## src/rtl/mc_controller_if.sv

```systemverilog
// Control bundle between the multicycle sequencer (master) and the datapath (slave).
// Instruction fields and status flow to the sequencer; strobes and selects flow back.
interface mc_controller_if #(
  parameter int OPW = 4,
  parameter int FW  = 4,
  parameter int SW  = 4
);
  logic [OPW-1:0] op;
  logic [FW-1:0]  funct;
  logic           zero;
  logic           mem_ready;

  logic           pcwrite;
  logic           branch;
  logic           iord;
  logic           memwrite;
  logic           irwrite;
  logic           memtoreg;
  logic           regdst;
  logic           regwrite;
  logic           alusrca;
  logic [1:0]     alusrcb;
  logic [1:0]     pcsrc;
  logic [2:0]     alucontrol;
  logic           illegal_op;
  logic [SW-1:0]  state;

  modport master (
    input  op, funct, zero, mem_ready,
    output pcwrite, branch, iord, memwrite, irwrite, memtoreg, regdst, regwrite,
           alusrca, alusrcb, pcsrc, alucontrol, illegal_op, state
  );

  modport slave (
    output op, funct, zero, mem_ready,
    input  pcwrite, branch, iord, memwrite, irwrite, memtoreg, regdst, regwrite,
           alusrca, alusrcb, pcsrc, alucontrol, illegal_op, state
  );
endinterface

```

## src/rtl/mc_controller.sv

```systemverilog
// Moore sequencer stepping a shared-memory datapath through fetch/decode/execute/memory/writeback,
// stalling on mem_ready during instruction fetch and data access.
module mc_controller #(
  parameter int OPW = 4,
  parameter int FW  = 4,
  parameter int SW  = 4
) (
  input  logic             clk,
  input  logic             reset,
  mc_controller_if.master  bus
);

  typedef enum logic [3:0] {
    FETCH   = 4'd0,  DECODE = 4'd1,  MEMADR  = 4'd2, MEMRD  = 4'd3,
    MEMWB   = 4'd4,  MEMWR  = 4'd5,  RTEXE   = 4'd6, ALUWB  = 4'd7,
    ADDIEXE = 4'd8,  ADDIWB = 4'd9,  BEQ     = 4'd10, JMP   = 4'd11
  } state_t;

  localparam logic [OPW-1:0] OP_RTYPE = OPW'(0);
  localparam logic [OPW-1:0] OP_LW    = OPW'(1);
  localparam logic [OPW-1:0] OP_SW    = OPW'(2);
  localparam logic [OPW-1:0] OP_BEQ   = OPW'(3);
  localparam logic [OPW-1:0] OP_ADDI  = OPW'(4);
  localparam logic [OPW-1:0] OP_J     = OPW'(5);

  localparam logic [2:0] ALU_ADD = 3'b010;
  localparam logic [2:0] ALU_SUB = 3'b110;
  localparam logic [2:0] ALU_AND = 3'b000;
  localparam logic [2:0] ALU_OR  = 3'b001;
  localparam logic [2:0] ALU_SLT = 3'b111;

  state_t     state_q;
  logic       illegal;
  logic [2:0] rtype_alu;
  logic       funct_ok;
  logic       unused_zero;

  // The sequencer never consults the zero flag: the datapath qualifies branch with it.
  assign unused_zero = bus.zero;

  always_comb begin
    rtype_alu = ALU_ADD;
    funct_ok  = 1'b1;
    case (bus.funct)
      FW'(0):  rtype_alu = ALU_ADD;
      FW'(1):  rtype_alu = ALU_SUB;
      FW'(2):  rtype_alu = ALU_AND;
      FW'(3):  rtype_alu = ALU_OR;
      FW'(4):  rtype_alu = ALU_SLT;
      default: funct_ok  = 1'b0;
    endcase
  end

  assign illegal = (bus.op > OP_J) || ((bus.op == OP_RTYPE) && !funct_ok);

  // NOTE: state is updated with non-blocking assignments so every reader samples the pre-edge value.
  always_ff @(posedge clk or posedge reset) begin
    if (reset) begin
      state_q <= FETCH;
    end else begin
      case (state_q)
        FETCH:   if (bus.mem_ready) state_q <= DECODE;
        DECODE: begin
          if (illegal)                 state_q <= FETCH;
          else begin
            case (bus.op)
              OP_RTYPE:       state_q <= RTEXE;
              OP_LW, OP_SW:   state_q <= MEMADR;
              OP_BEQ:         state_q <= BEQ;
              OP_ADDI:        state_q <= ADDIEXE;
              default:        state_q <= JMP;
            endcase
          end
        end
        MEMADR:  state_q <= (bus.op == OP_SW) ? MEMWR : MEMRD;
        MEMRD:   if (bus.mem_ready) state_q <= MEMWB;
        MEMWR:   if (bus.mem_ready) state_q <= FETCH;
        RTEXE:   state_q <= ALUWB;
        ADDIEXE: state_q <= ADDIWB;
        default: state_q <= FETCH;
      endcase
    end
  end

  // NOTE: every output gets a default before the case so no latch is inferred for unlisted states.
  always_comb begin
    bus.pcwrite    = 1'b0;
    bus.branch     = 1'b0;
    bus.iord       = 1'b0;
    bus.memwrite   = 1'b0;
    bus.irwrite    = 1'b0;
    bus.memtoreg   = 1'b0;
    bus.regdst     = 1'b0;
    bus.regwrite   = 1'b0;
    bus.alusrca    = 1'b0;
    bus.alusrcb    = 2'b00;
    bus.pcsrc      = 2'b00;
    bus.alucontrol = ALU_ADD;
    bus.illegal_op = 1'b0;
    case (state_q)
      FETCH: begin
        bus.alusrcb = 2'b01;
        // Reset holds state at FETCH, so gating here keeps the fetch strobes quiet during reset.
        bus.irwrite = bus.mem_ready & ~reset;
        bus.pcwrite = bus.mem_ready & ~reset;
      end
      DECODE: begin
        bus.alusrcb    = 2'b10;
        bus.illegal_op = illegal;
      end
      MEMADR, ADDIEXE: begin
        bus.alusrca = 1'b1;
        bus.alusrcb = 2'b10;
      end
      MEMRD:  bus.iord = 1'b1;
      MEMWB: begin
        bus.regwrite = 1'b1;
        bus.memtoreg = 1'b1;
      end
      MEMWR: begin
        bus.iord     = 1'b1;
        bus.memwrite = 1'b1;
      end
      RTEXE: begin
        bus.alusrca    = 1'b1;
        bus.alucontrol = rtype_alu;
      end
      ALUWB: begin
        bus.regwrite = 1'b1;
        bus.regdst   = 1'b1;
      end
      ADDIWB: bus.regwrite = 1'b1;
      BEQ: begin
        bus.alusrca    = 1'b1;
        bus.alucontrol = ALU_SUB;
        bus.pcsrc      = 2'b01;
        bus.branch     = 1'b1;
      end
      JMP: begin
        bus.pcsrc   = 2'b10;
        bus.pcwrite = 1'b1;
      end
      default: ;
    endcase
  end

  assign bus.state = SW'(state_q);

endmodule
```

## src/flat_wrapper.sv

```systemverilog
// flat-port wrapper written by rule: the top's interface ports become plain ports
module mc_controller_flat 
#(
  parameter int OPW = 4,
  parameter int FW  = 4,
  parameter int SW  = 4
)
  (clk, reset, bus_op, bus_funct, bus_zero, bus_mem_ready, bus_pcwrite, bus_branch, bus_iord, bus_memwrite, bus_irwrite, bus_memtoreg, bus_regdst, bus_regwrite, bus_alusrca, bus_alusrcb, bus_pcsrc, bus_alucontrol, bus_illegal_op, bus_state);
  mc_controller_if #(.OPW(OPW), .FW(FW), .SW(SW)) bus_i ();
  input  logic clk;
  input  logic reset;
  input wire logic [$bits(bus_i.op)-1:0] bus_op;
  input wire logic [$bits(bus_i.funct)-1:0] bus_funct;
  input wire logic [$bits(bus_i.zero)-1:0] bus_zero;
  input wire logic [$bits(bus_i.mem_ready)-1:0] bus_mem_ready;
  output wire logic [$bits(bus_i.pcwrite)-1:0] bus_pcwrite;
  output wire logic [$bits(bus_i.branch)-1:0] bus_branch;
  output wire logic [$bits(bus_i.iord)-1:0] bus_iord;
  output wire logic [$bits(bus_i.memwrite)-1:0] bus_memwrite;
  output wire logic [$bits(bus_i.irwrite)-1:0] bus_irwrite;
  output wire logic [$bits(bus_i.memtoreg)-1:0] bus_memtoreg;
  output wire logic [$bits(bus_i.regdst)-1:0] bus_regdst;
  output wire logic [$bits(bus_i.regwrite)-1:0] bus_regwrite;
  output wire logic [$bits(bus_i.alusrca)-1:0] bus_alusrca;
  output wire logic [$bits(bus_i.alusrcb)-1:0] bus_alusrcb;
  output wire logic [$bits(bus_i.pcsrc)-1:0] bus_pcsrc;
  output wire logic [$bits(bus_i.alucontrol)-1:0] bus_alucontrol;
  output wire logic [$bits(bus_i.illegal_op)-1:0] bus_illegal_op;
  output wire logic [$bits(bus_i.state)-1:0] bus_state;
  assign bus_i.op = bus_op;
  assign bus_i.funct = bus_funct;
  assign bus_i.zero = bus_zero;
  assign bus_i.mem_ready = bus_mem_ready;
  assign bus_pcwrite = bus_i.pcwrite;
  assign bus_branch = bus_i.branch;
  assign bus_iord = bus_i.iord;
  assign bus_memwrite = bus_i.memwrite;
  assign bus_irwrite = bus_i.irwrite;
  assign bus_memtoreg = bus_i.memtoreg;
  assign bus_regdst = bus_i.regdst;
  assign bus_regwrite = bus_i.regwrite;
  assign bus_alusrca = bus_i.alusrca;
  assign bus_alusrcb = bus_i.alusrcb;
  assign bus_pcsrc = bus_i.pcsrc;
  assign bus_alucontrol = bus_i.alucontrol;
  assign bus_illegal_op = bus_i.illegal_op;
  assign bus_state = bus_i.state;
  mc_controller #(.OPW(OPW), .FW(FW), .SW(SW)) u_core (.clk(clk), .reset(reset), .bus(bus_i));
endmodule
```

## config.mk

```make
export PLATFORM = sky130hd
export DESIGN_NAME = mc_controller_flat
export DESIGN_NICKNAME = d
export VERILOG_FILES = /design/src/rtl/mc_controller_if.sv /design/src/rtl/mc_controller.sv /design/src/flat_wrapper.sv
export SDC_FILE = /design/constraint.sdc
export NUM_CORES = 1
export LEC_CHECK = 0
export CAP_MARGIN = 40
export CORE_MARGIN = 2
export CORE_UTILIZATION = 42
export DETAILED_ROUTE_END_ITERATION = 6
export PLACE_DENSITY = 0.84
export SLEW_MARGIN = 25
export SYNTH_ARGS = -nofsm -noshare
export SYNTH_HDL_FRONTEND = slang
export SYNTH_SLANG_ARGS = --single-unit
export TNS_END_PERCENT = 50
```

## constraint.sdc

```tcl
create_clock -name clk -period 3.6 [get_ports clk]
set_input_delay 0.36 -clock clk [delete_from_list [all_inputs] [get_ports clk]]
set_output_delay 0.36 -clock clk [all_outputs]
set_load 0.005 [all_outputs]
```

Word-level counts from Yosys, hierarchy flattened
Index checks and enable logic that the tools add are counted.

Register bits after elaboration: 4. Output and inout port bits: 21.

Magnitude comparators: 1. Equal/unequal tests: 22. Mux-type cells: 22. Bitwise gates (word level): 2. Reduce and logical (&&, ||, !) cells: 13.

Operators by type and width (number): $pmux W4 S7 (1); $eq A4 B2 Y1 const B (6); $eq A4 B3 Y1 const B (6); $eq A4 B4 Y1 const B (4); $mux W4 (4); $pmux W4 S4 (1); $eq A4 B1 Y1 const B (3); $logic_not A4 Y1 (3); $pmux W3 S4 (1); $mux W1 (10); $pmux W2 S2 (2); $ne A2 B2 Y1 const B (3); $pmux W3 S2 (1); $reduce_or A3 Y1 (2); $reduce_or A5 Y1 (1); $gt A4 B3 Y1 const B (1); $reduce_or A2 Y1 (2); $reduce_or A4 Y1 (1); $mux W3 (1); $reduce_and A3 Y1 (1); $pmux W1 S2 (1); $and A1 B1 Y1 (1); $logic_and A1 B1 Y1 (1); $logic_not A1 Y1 (1); 2 further kinds (2).

Logic depth before layout (Yosys ltp)
Gate-level depths: netlist of run 1.

Depth in word-level cells: 8. Depth in mapped cells: 5. Mapped depth without buffers: 3.

Least setup slack after synthesis of run 1
No wires, ideal clock.

Path kind: register to output. Start: register u_core.state_q[1] (netlist: u_core.bus.state[1]). End: output bus_pcwrite. Arrival time: 1.279 ns. Data required time: 3.240 ns. Setup slack: 1.961 ns. Cell stages (with the launch flop): 5. Path buffers: 1. Path through: dfrtp_1 -> clkbuf_1 -> nor4_1 -> and3_1 -> or2_2.

Cells in the longest elaborated chain, start to end: 2.

Ends and longest elaborated chain: start, declared (line mc_controller.sv:32) `state_t state_q;`; start signal, assigned (line mc_controller.sv:75) `MEMADR: state_q <= (bus.op == OP_SW) ? MEMWR : MEMRD;`; $eq A4 B4 Y1 / $logic_not A4 Y1 (equally long branches) (line mc_controller.sv:100) `case (state_q)`; $pmux W1 S2 (*) (line mc_controller.sv:100); end, declared (line flat_wrapper.sv:16) `output wire logic [$bits(bus_i.pcwrite)-1:0] bus_pcwrite;`.

Every way passes the cells marked *; elsewhere a longest branch is shown, timed or not.

Final worst setup path of run 1
Start: input bus_funct[1]. End: output bus_illegal_op.

Cells in the longest elaborated chain, start to end: 7.

Ends and longest elaborated chain: start, declared (line flat_wrapper.sv:13) `input wire logic [$bits(bus_i.funct)-1:0] bus_funct;`; $eq A4 B1 Y1 (tied with other cells) (line mc_controller.sv:44) `case (bus.funct)`; $reduce_or A5 Y1 (no source line) (*); $mux W1 (*) (line mc_controller.sv:44); $logic_not A1 Y1 (*) (line mc_controller.sv:54) `assign illegal = (bus.op > OP_J) || ((bus.op == OP_RTYPE) && !funct_ok);`; $logic_and A1 B1 Y1 (*) (line mc_controller.sv:54); $logic_or A1 B1 Y1 (*) (line mc_controller.sv:54); $mux W1 (*) (line mc_controller.sv:100); end, declared (line flat_wrapper.sv:28) `output wire logic [$bits(bus_i.illegal_op)-1:0] bus_illegal_op;`.

Marked as above.

==> results of run 1 <==
-- layout by cell type (no fill, tap or decap), drive strengths merged, types with 3 or more instances in the layout --
cell type / count
inv: 7
dfrtp: 4
nand2: 5
nor3b: 3
o21ai: 7
nor2: 6
clkdlybuf4s50: 31
o211ai: 3
clkbuf: 3
and2b: 6
nor3: 4
a211oi: 3
-- cells in the mapped netlist --
library cell and n:
o21ai_0 7, o311a_1 1, o221ai_1 1, or2_2 1, buf_4 3, a211oi_1 3
o21bai_1 1, nand2_1 5, a21oi_1 2, xnor2_1 2, or4b_1 1, nor4bb_1 2
nand3b_1 2, dfrtp_1 4, o32ai_1 1, o311ai_0 1, a2111o_1 1, nand2b_1 2
inv_1 7, nor4_1 2, and3b_1 1, clkbuf_1 3, and3b_2 1, o21a_1 1
a32oi_1 1, nor4b_1 1, a2111oi_0 1, nand4b_1 1, nor3_1 4, nor3b_1 3
and3_1 1, nand4_1 2, o211ai_1 3, buf_6 2, and2b_2 6, nor2_1 6
nor2b_1 1
-- logic make-up (layout without fill, tap and decap cells) --
kind of cell / after synthesis / count (layout) / share of synthesized area [%]
xor gates and xnor gates: 2 / 2 / 2.72
DFF: 4 / 4 / 15.5
AOI/OAI and AO/OA: 24 / 24 / 26.4
buffers and inverters: 15 / 41 / 12.8
and+or+nand+nor: 42 / 42 / 42.5
-- routing by layer --
layer / share of wire, % / global-route usage [%] / wire [µm]
met5: 0 / 0 / 0
met4: 0.50 / 6.06 / 8
met3: 6.0 / 4.68 / 97
met2: 49 / 29.6 / 787
met1: 45 / 23.3 / 719
-- power by group through the flow --
stage | Clock [W] | Sequential, W | Combinational (W)
CTS | 0.0000556 | 0.000136 | 0.000325
detailed placement | 0 | 0.000137 | 0.000322
floorplan | 0 | 0.0000720 | 0.000248
finish | 0.0000539 | 0.000138 | 0.000322
global route | 0.0000576 | 0.000147 | 0.000353
global placement | 0 | 0.000135 | 0.000319
-- critical path: stages --
cell             delay, ns
clkdlybuf4s50_1       0.56
o21ai_0               0.19
a2111oi_0             0.51
o21a_1                0.19
clkdlybuf4s50_1       0.49
-- layout make-up --
| cell class | count | area, µm² | share of cell area (%) |
|---|---|---|---|
| clock buffer | 3 | 22.5 | 2.39 |
| inverter | 7 | 26.3 | 2.79 |
| multi-input combinational | 68 | 462 | 49.1 |
| sequential | 4 | 100 | 10.6 |
| tap | 16 | 20.0 | 2.13 |
| timing repair buffer | 31 | 310 | 33.0 |
-- path summary, 6_finish.rpt --
kind	cells past startpoint	from	end	slack [ns]
max	5	bus_funct[1]	bus_illegal_op	0.95
max in group asynchronous	2	reset	u_core.bus.state[2]	3.13
min reg2reg	1	u_core.bus.state[2]	u_core.bus.state[3]	0.79
min in group clk	1	u_core.bus.state[2]	u_core.bus.state[3]	0.79
max reg2reg	3	u_core.bus.state[0]	u_core.bus.state[2]	1.73
min	2	reset	u_core.bus.state[0]	0.31
-- metrics by stage --
stage | setup WS, ns | utilization (%) | hold WS [ns]
after floorplan | 1.96 | - | 0.131
final | 0.946 | 63.9 | 0.312
after detailed placement | 0.930 | 62.4 | 0.559
after global routing | 0.805 | 63.9 | 0.381
after global placement | 1.11 | 62.4 | 0.559
after CTS | 0.910 | 63.9 | 0.313
==> flow_metrics.env, run 1 <==
export IMPL_tns_ns=0
export IMPL_htree_num_levels=1
export IMPL_cts_hold_buf=0
export IMPL_cts_root_buf="clkbuf_4"
export IMPL_port_buffers=31
export IMPL_drt_iter0_drc=12
export IMPL_vias=740
export IMPL_antenna_cells=0
export IMPL_slew_headroom_pct=51.8
export IMPL_slew_viol_final=0
export IMPL_clkSinkCount=4
export IMPL_synthCells=87
export IMPL_crit_type="in2out"
export IMPL_synth_area_leaders="dfrtp_1 16%, and2b_2 8.2%, o21ai_0 5.4%"
export IMPL_first_pass_iters=4
export IMPL_pwr_share_seq_pct=26.8
export IMPL_final_period_utilization_pct=73.7
export IMPL_grt_antenna_before_repair=0
export IMPL_irDropWorstVdd_mv=0.326
export IMPL_cts_tree="yes"
export IMPL_cts_made_buffers=3
export IMPL_hpwl_um=1170
export IMPL_yosysUniqueCellTypes=37
export IMPL_grt_pass1_wl_um=2660
export IMPL_yosys_warnings=0
export IMPL_min_path_type="in2async"
export IMPL_clk_pin_slew_ns=0.04
export IMPL_fin_crit_ns=2.65
export IMPL_cp_data_required_time_ns=3.24
export IMPL_finalNonFillerCells=129
export IMPL_finalPower_w=0.000514
export IMPL_final_nets=127
export IMPL_gr_total_overflow=0
export IMPL_placed_cells=126
export IMPL_largest_reg_flops=4
export IMPL_grt_usage_pct=18.2
export IMPL_place_area_um2=918
export IMPL_syn_area_per_cell_um2=7.41
export IMPL_vias_per_cell=5.74
export IMPL_max_slew_worst_pin_slew_ns=0.713
export IMPL_ys_seq_area_share_pct=15.5
export IMPL_final_hold_violation_count=0
export IMPL_crit_path_end_kind="output pin"
export IMPL_ant_nets=0
export IMPL_drc=0
export IMPL_syn_nets=99
export IMPL_yosys_area_top_type="dfrtp_1"
export IMPL_setup_viol=0
export IMPL_io_pins=33
export IMPL_switching_power_w=0.000210
export IMPL_cts_buffer_depth=2
export IMPL_ys_ff_latch=4
export IMPL_start_util_pct=43.8
export IMPL_p_int_w=0.000304
export IMPL_timing_fmax_mhz=377
export IMPL_p_clk_share_pct=10.5
export IMPL_grt_max_degree=21
export IMPL_grt_pass1_vias=620
export IMPL_cts_resized=0
export IMPL_status="completed"
export IMPL_synth_top_cell_area_share_pct=15.5
export IMPL_final_area_um2=941
export IMPL_die_x_um=43.2
export IMPL_p_per_area_mw_per_mm2=546
export IMPL_routed_wl_um=1610
export IMPL_cp_max_fo=5
export IMPL_nFillCells=131
export IMPL_dieArea_mm2=0.00186
export IMPL_critPathLaunchType="input port"
export IMPL_place_congestion=0.711
export IMPL_fp_coreArea_mm2=0.00147
export IMPL_cap_violations=0
export IMPL_power_frac_comb_pct=62.7
export IMPL_postCtsSetupBuffers=0
export IMPL_leakage_nw=0.345
export IMPL_fp_dieH_um=43.2
export IMPL_rsz0062_at_grt="no"
export IMPL_switching_share_pct=40.8
export IMPL_rows=14
export IMPL_syn_area_um2=644
export IMPL_wl_per_cell_um=12.5
export IMPL_area_growth_pct=46.0
export IMPL_clock_latency_ns=0.23
export IMPL_skew_ns=0.00220
export IMPL_drive_above_1_share_pct=9.73
export IMPL_worstPathArrival_ns=2.29
Note: power is estimated with default switching activity, not from simulation.
==> run 2: changes to the inputs <==
- CORE_UTILIZATION: 42 -> 39
- PLACE_DENSITY: 0.84 -> 0.79
- clock period: 3.6 -> 2.7 ns (I/O delays scaled with it)
==> flow_metrics.env, run 2 (synthesis results as in run 1) <==
export IMPL_status="completed"
export IMPL_pwr_share_seq_pct=22.0
export IMPL_nFillCells=145
export IMPL_clkSinkCount=4
export IMPL_grt_max_degree=21
export IMPL_gr_total_overflow=0
export IMPL_vias=737
export IMPL_final_nets=129
export IMPL_irDropWorstVdd_mv=0.770
export IMPL_grt_antenna_before_repair=0
export IMPL_leakage_nw=0.355
export IMPL_grt_pass1_wl_um=2780
export IMPL_hpwl_um=1300
export IMPL_whs_ns=0.220
export IMPL_clk_pin_slew_ns=0.04
export IMPL_crit_path_end_kind="output pin"
export IMPL_final_period_utilization_pct=88.1
export IMPL_rsz0062_at_grt="no"
export IMPL_wl_per_cell_um=13.0
export IMPL_min_path_type="in2async"
export IMPL_crit_type="in2out"
export IMPL_worstPathArrival_ns=2.11
export IMPL_routed_wl_um=1710
export IMPL_r2r_end="u_core.bus.state[2]"
export IMPL_ant_nets=0
export IMPL_final_area_um2=956
export IMPL_port_buffers=31
export IMPL_fp_coreArea_mm2=0.00152
export IMPL_cts_tree="yes"
export IMPL_cts_made_buffers=3
export IMPL_setup_viol=0
export IMPL_final_hold_violation_count=0
export IMPL_cp_max_fo=5
export IMPL_power_frac_comb_pct=67.8
export IMPL_grt_pass1_vias=661
export IMPL_finalPower_w=0.000719
export IMPL_final_cell_mix="31 x clkdlybuf4s50_1, 7 x inv_1, 7 x o21ai_0"
export IMPL_place_area_um2=933
export IMPL_switching_power_w=0.000293
export IMPL_fp_dieH_um=44.6
export IMPL_drive_above_1_share_pct=11.3
export IMPL_critPathLaunchType="input port"
export IMPL_grtUsageMet2_pct=30.7
export IMPL_reg2reg_from="u_core.bus.state[1]"
export IMPL_dieArea_mm2=0.00199
export IMPL_fin_crit_ns=2.38
export IMPL_p_per_area_mw_per_mm2=752
export IMPL_placed_cells=128
export IMPL_max_slew_worst_pin_slew_ns=0.568
export IMPL_clock_latency_ns=0.24
export IMPL_p_clk_share_pct=10.2
export IMPL_cts_buffer_depth=2
export IMPL_skew_ns=0.00671
export IMPL_busiest_layer="met2"
export IMPL_cts_hold_buf=0
export IMPL_place_congestion=0.731
export IMPL_finalNonFillerCells=131
export IMPL_cts_resized=0
export IMPL_grt_met1_usage_pct=23.9
export IMPL_tns_ns=0
export IMPL_cap_violations=0
export IMPL_cp_data_required_time_ns=2.43
export IMPL_final_common_cell="clkdlybuf4s50_1"
export IMPL_vias_per_cell=5.63
export IMPL_rows=14
export IMPL_cts_root_buf="clkbuf_4"
export IMPL_first_pass_iters=3
export IMPL_start_util_pct=42.3
export IMPL_drt_iter0_drc=20
export IMPL_antenna_cells=0
export IMPL_largest_reg_flops=4
export IMPL_grt_util_met3_pct=5.31
export IMPL_p_int_w=0.000427
export IMPL_area_growth_pct=48.3
export IMPL_io_pins=33
export IMPL_worstRegToRegCells=4
export IMPL_slew_headroom_pct=62.1
export IMPL_timing_fmax_mhz=420
export IMPL_drc=0
export IMPL_htree_num_levels=1
export IMPL_grt_usage_pct=18.6
export IMPL_slew_viol_final=0
export IMPL_reg2reg_slack_ns=1.10
export IMPL_die_x_um=44.6
export IMPL_postCtsSetupBuffers=0
export IMPL_switching_share_pct=40.7
-- run 2: worst max path at each step --
stage	from	end	slack (ns)	depth (start not counted)
after floorplan	u_core.bus.state[1]	bus_pcwrite	1.15	4
after global placement	bus_funct[1]	bus_illegal_op	0.39	5
after detailed placement	bus_funct[1]	bus_illegal_op	0.33	5
after CTS	bus_funct[1]	bus_illegal_op	0.32	5
after global routing	u_core.bus.state[1]	bus_alucontrol[2]	0.21	4
final	bus_funct[1]	bus_illegal_op	0.32	5
-- run 2: layout make-up --
class                   count  area [µm²]  area share [%]
flip-flops and latches      4         100            10.5
repair buffers             33         325            34.0
clock buffers               3        22.5            2.36
inverters                   7        26.3            2.75
well taps                  16        20.0            2.09
multi-input cells          68         462            48.3
-- run 2: power groups by stage --
| stage | logic, W | registers [W] | clock network (W) |
|---|---|---|---|
| 5_1_grt | 0.000532 | 0.000167 | 0.0000849 |
| 3_5_place_dp | 0.000486 | 0.000158 | 0 |
| 4_1_cts | 0.000489 | 0.000157 | 0.0000770 |
| 3_3_place_gp | 0.000480 | 0.000157 | 0 |
| 2_1_floorplan | 0.000331 | 0.0000960 | 0 |
| 6_report | 0.000488 | 0.000158 | 0.0000736 |
-- run 2: metal layers --
| metal | wire, µm | vias to the layer above |
|---|---|---|
| li1 | - | 383 |
| met1 | 816 | 337 |
| met2 | 823 | 17 |
| met3 | 64 | 0 |
| met4 | 0 | 0 |
| met5 | 0 | - |
-- run 2: metrics by stage --
step / utilization (%) / setup slack (ns)
6_report: 62.7 / 0.321
5_1_grt: 62.7 / 0.209
4_1_cts: 62.7 / 0.320
3_5_place_dp: 61.2 / 0.330
3_3_place_gp: 61.2 / 0.393
2_1_floorplan: - / 1.15
-- run 2: critical path, cell delays in order --
cell,delay [ns]
clkdlybuf4s50_1,0.55
o21ai_0,0.17
a2111oi_0,0.44
o21a_1,0.18
clkdlybuf4s50_1,0.50
==> run 3: changes to the inputs <==
- PLACE_DENSITY: 0.79 -> 0.85
==> flow_metrics.env, run 3 (synthesis results as in run 1) <==
export IMPL_status="completed"
export IMPL_max_slew_worst_pin_slew_ns=0.576
export IMPL_worstPathArrival_ns=2.12
export IMPL_setup_viol=0
export IMPL_crit_path_end_kind="output pin"
export IMPL_whs_ns=0.219
export IMPL_cts_root_buf="clkbuf_4"
export IMPL_cts_buffer_depth=2
export IMPL_clk_pin_slew_ns=0.04
export IMPL_vias=777
export IMPL_io_pins=33
export IMPL_rsz0062_at_grt="no"
export IMPL_slowest_stage="dfrtp_1"
export IMPL_grt_usage_pct=19.0
export IMPL_dieArea_mm2=0.00199
export IMPL_final_core_util_pct=62.7
export IMPL_cts_made_buffers=3
export IMPL_r2r_end="u_core.bus.state[2]"
export IMPL_finalPower_w=0.000717
export IMPL_cap_violations=0
export IMPL_fp_coreArea_mm2=0.00152
export IMPL_die_x_um=44.6
export IMPL_cts_resized=0
export IMPL_reg2reg_from="u_core.bus.state[1]"
export IMPL_cp_max_fo=20
export IMPL_place_congestion=0.729
export IMPL_p_per_area_mw_per_mm2=751
export IMPL_clock_latency_ns=0.24
export IMPL_grt_max_degree=21
export IMPL_grt_antenna_before_repair=0
export IMPL_htree_num_levels=1
export IMPL_cts_tree="yes"
export IMPL_slowest_delay_ns=0.70
export IMPL_gr_total_overflow=0
export IMPL_path_cells="and3b_1, nand2_1, o32ai_1, clkdlybuf4s50_1"
export IMPL_leakage_nw=0.355
export IMPL_fin_crit_ns=2.39
export IMPL_critPathLaunchType="flop"
export IMPL_largest_reg_flops=4
export IMPL_final_nets=129
export IMPL_slew_headroom_pct=61.6
export IMPL_reg2reg_slack_ns=1.20
export IMPL_grt_pass1_wl_um=2780
export IMPL_worstRegToRegCells=4
export IMPL_clkSinkCount=4
export IMPL_antenna_cells=0
export IMPL_start_util_pct=42.3
export IMPL_slew_viol_final=0
export IMPL_min_path_type="in2async"
export IMPL_vias_per_cell=5.93
export IMPL_crit_type="reg2out"
export IMPL_irDropWorstVdd_mv=0.406
export IMPL_routed_wl_um=1690
export IMPL_final_common_cell="clkdlybuf4s50_1"
export IMPL_first_pass_iters=4
export IMPL_cp_data_required_time_ns=2.43
export IMPL_grt_pass1_vias=698
export IMPL_final_hold_violation_count=0
export IMPL_cts_hold_buf=0
export IMPL_critPathCapture="bus_alucontrol[2]"
export IMPL_drc=0
export IMPL_rows=14
export IMPL_port_buffers=31
export IMPL_pre_cts_ws_ns=0.308
export IMPL_hpwl_um=1300
export IMPL_nFillCells=134
export IMPL_ant_nets=0
export IMPL_area_growth_pct=48.3
export IMPL_final_cell_mix="31 x clkdlybuf4s50_1, 7 x inv_1, 7 x o21ai_0"
export IMPL_tns_ns=0
export IMPL_drt_iter0_drc=19
export IMPL_fin_ws_ns=0.311
export IMPL_fp_dieH_um=44.6
export IMPL_final_period_utilization_pct=88.5
export IMPL_postCtsSetupBuffers=0
export IMPL_wl_per_cell_um=12.9
export IMPL_timing_fmax_mhz=419
export IMPL_skew_ns=0.00329
export IMPL_crit_start="u_core.bus.state[1]"
export IMPL_drive_above_1_share_pct=11.3
[run 3: cell counts in the layout (fill, tap and decap cells not counted)]
No cell type changed its count.
[run 3: worst min path at each step]
stage / from / endpoint / slack, ns / depth (start not counted)
floorplan: reset / u_core.bus.state[0] / 0.04 / 1
global placement: reset / u_core.bus.state[0] / 0.47 / 2
detailed placement: reset / u_core.bus.state[2] / 0.48 / 2
CTS: reset / u_core.bus.state[2] / 0.22 / 2
global route: reset / u_core.bus.state[0] / 0.23 / 2
finish: reset / u_core.bus.state[2] / 0.22 / 2
[run 3: critical path, delay by kind of cell (launching register included)]
kind / cells / cell delay [ns]
flip-flops: 1 / 0.70
buffers and inverters: 1 / 0.54
AND/OR/NAND/NOR: 2 / 0.37
AO/OA/AOI/OAI: 1 / 0.26
[run 3: cell type report]
type	count	area, µm²	share of cell area [%]
clock buffer	3	22.5	2.36
tap	16	20.0	2.09
sequential	4	100	10.5
multi-input combinational	68	462	48.3
inverter	7	26.3	2.75
timing repair buffer	33	325	34.0
[run 3: per-layer routing]
metal  track usage (%)  wire length [µm]  up-vias  share of wire, %
met4              12.1                42        0               2.5
met3              4.49               120        4               7.1
li1                  -                 -      384                 -
met2              34.2               818       29                48
met1              19.4               708      360                42
met5                 0                 0        -                 0
[run 3: report_power, final]
part           switching [W]  internal (W)  leakage, nW
registers          0.0000737     0.0000810       0.0528
logic               0.000190      0.000296        0.289
clock network      0.0000267     0.0000498       0.0138
total               0.000291      0.000427        0.355
[run 3: stage by stage]
| step | cells | area (µm²) |
|---|---|---|
| 3_3_place_gp | 128 | 933 |
| 4_1_cts | 131 | 956 |
| 6_report | 131 | 956 |
| 3_5_place_dp | 128 | 933 |
| 5_1_grt | 131 | 956 |
| 2_1_floorplan | 87 | 644 |
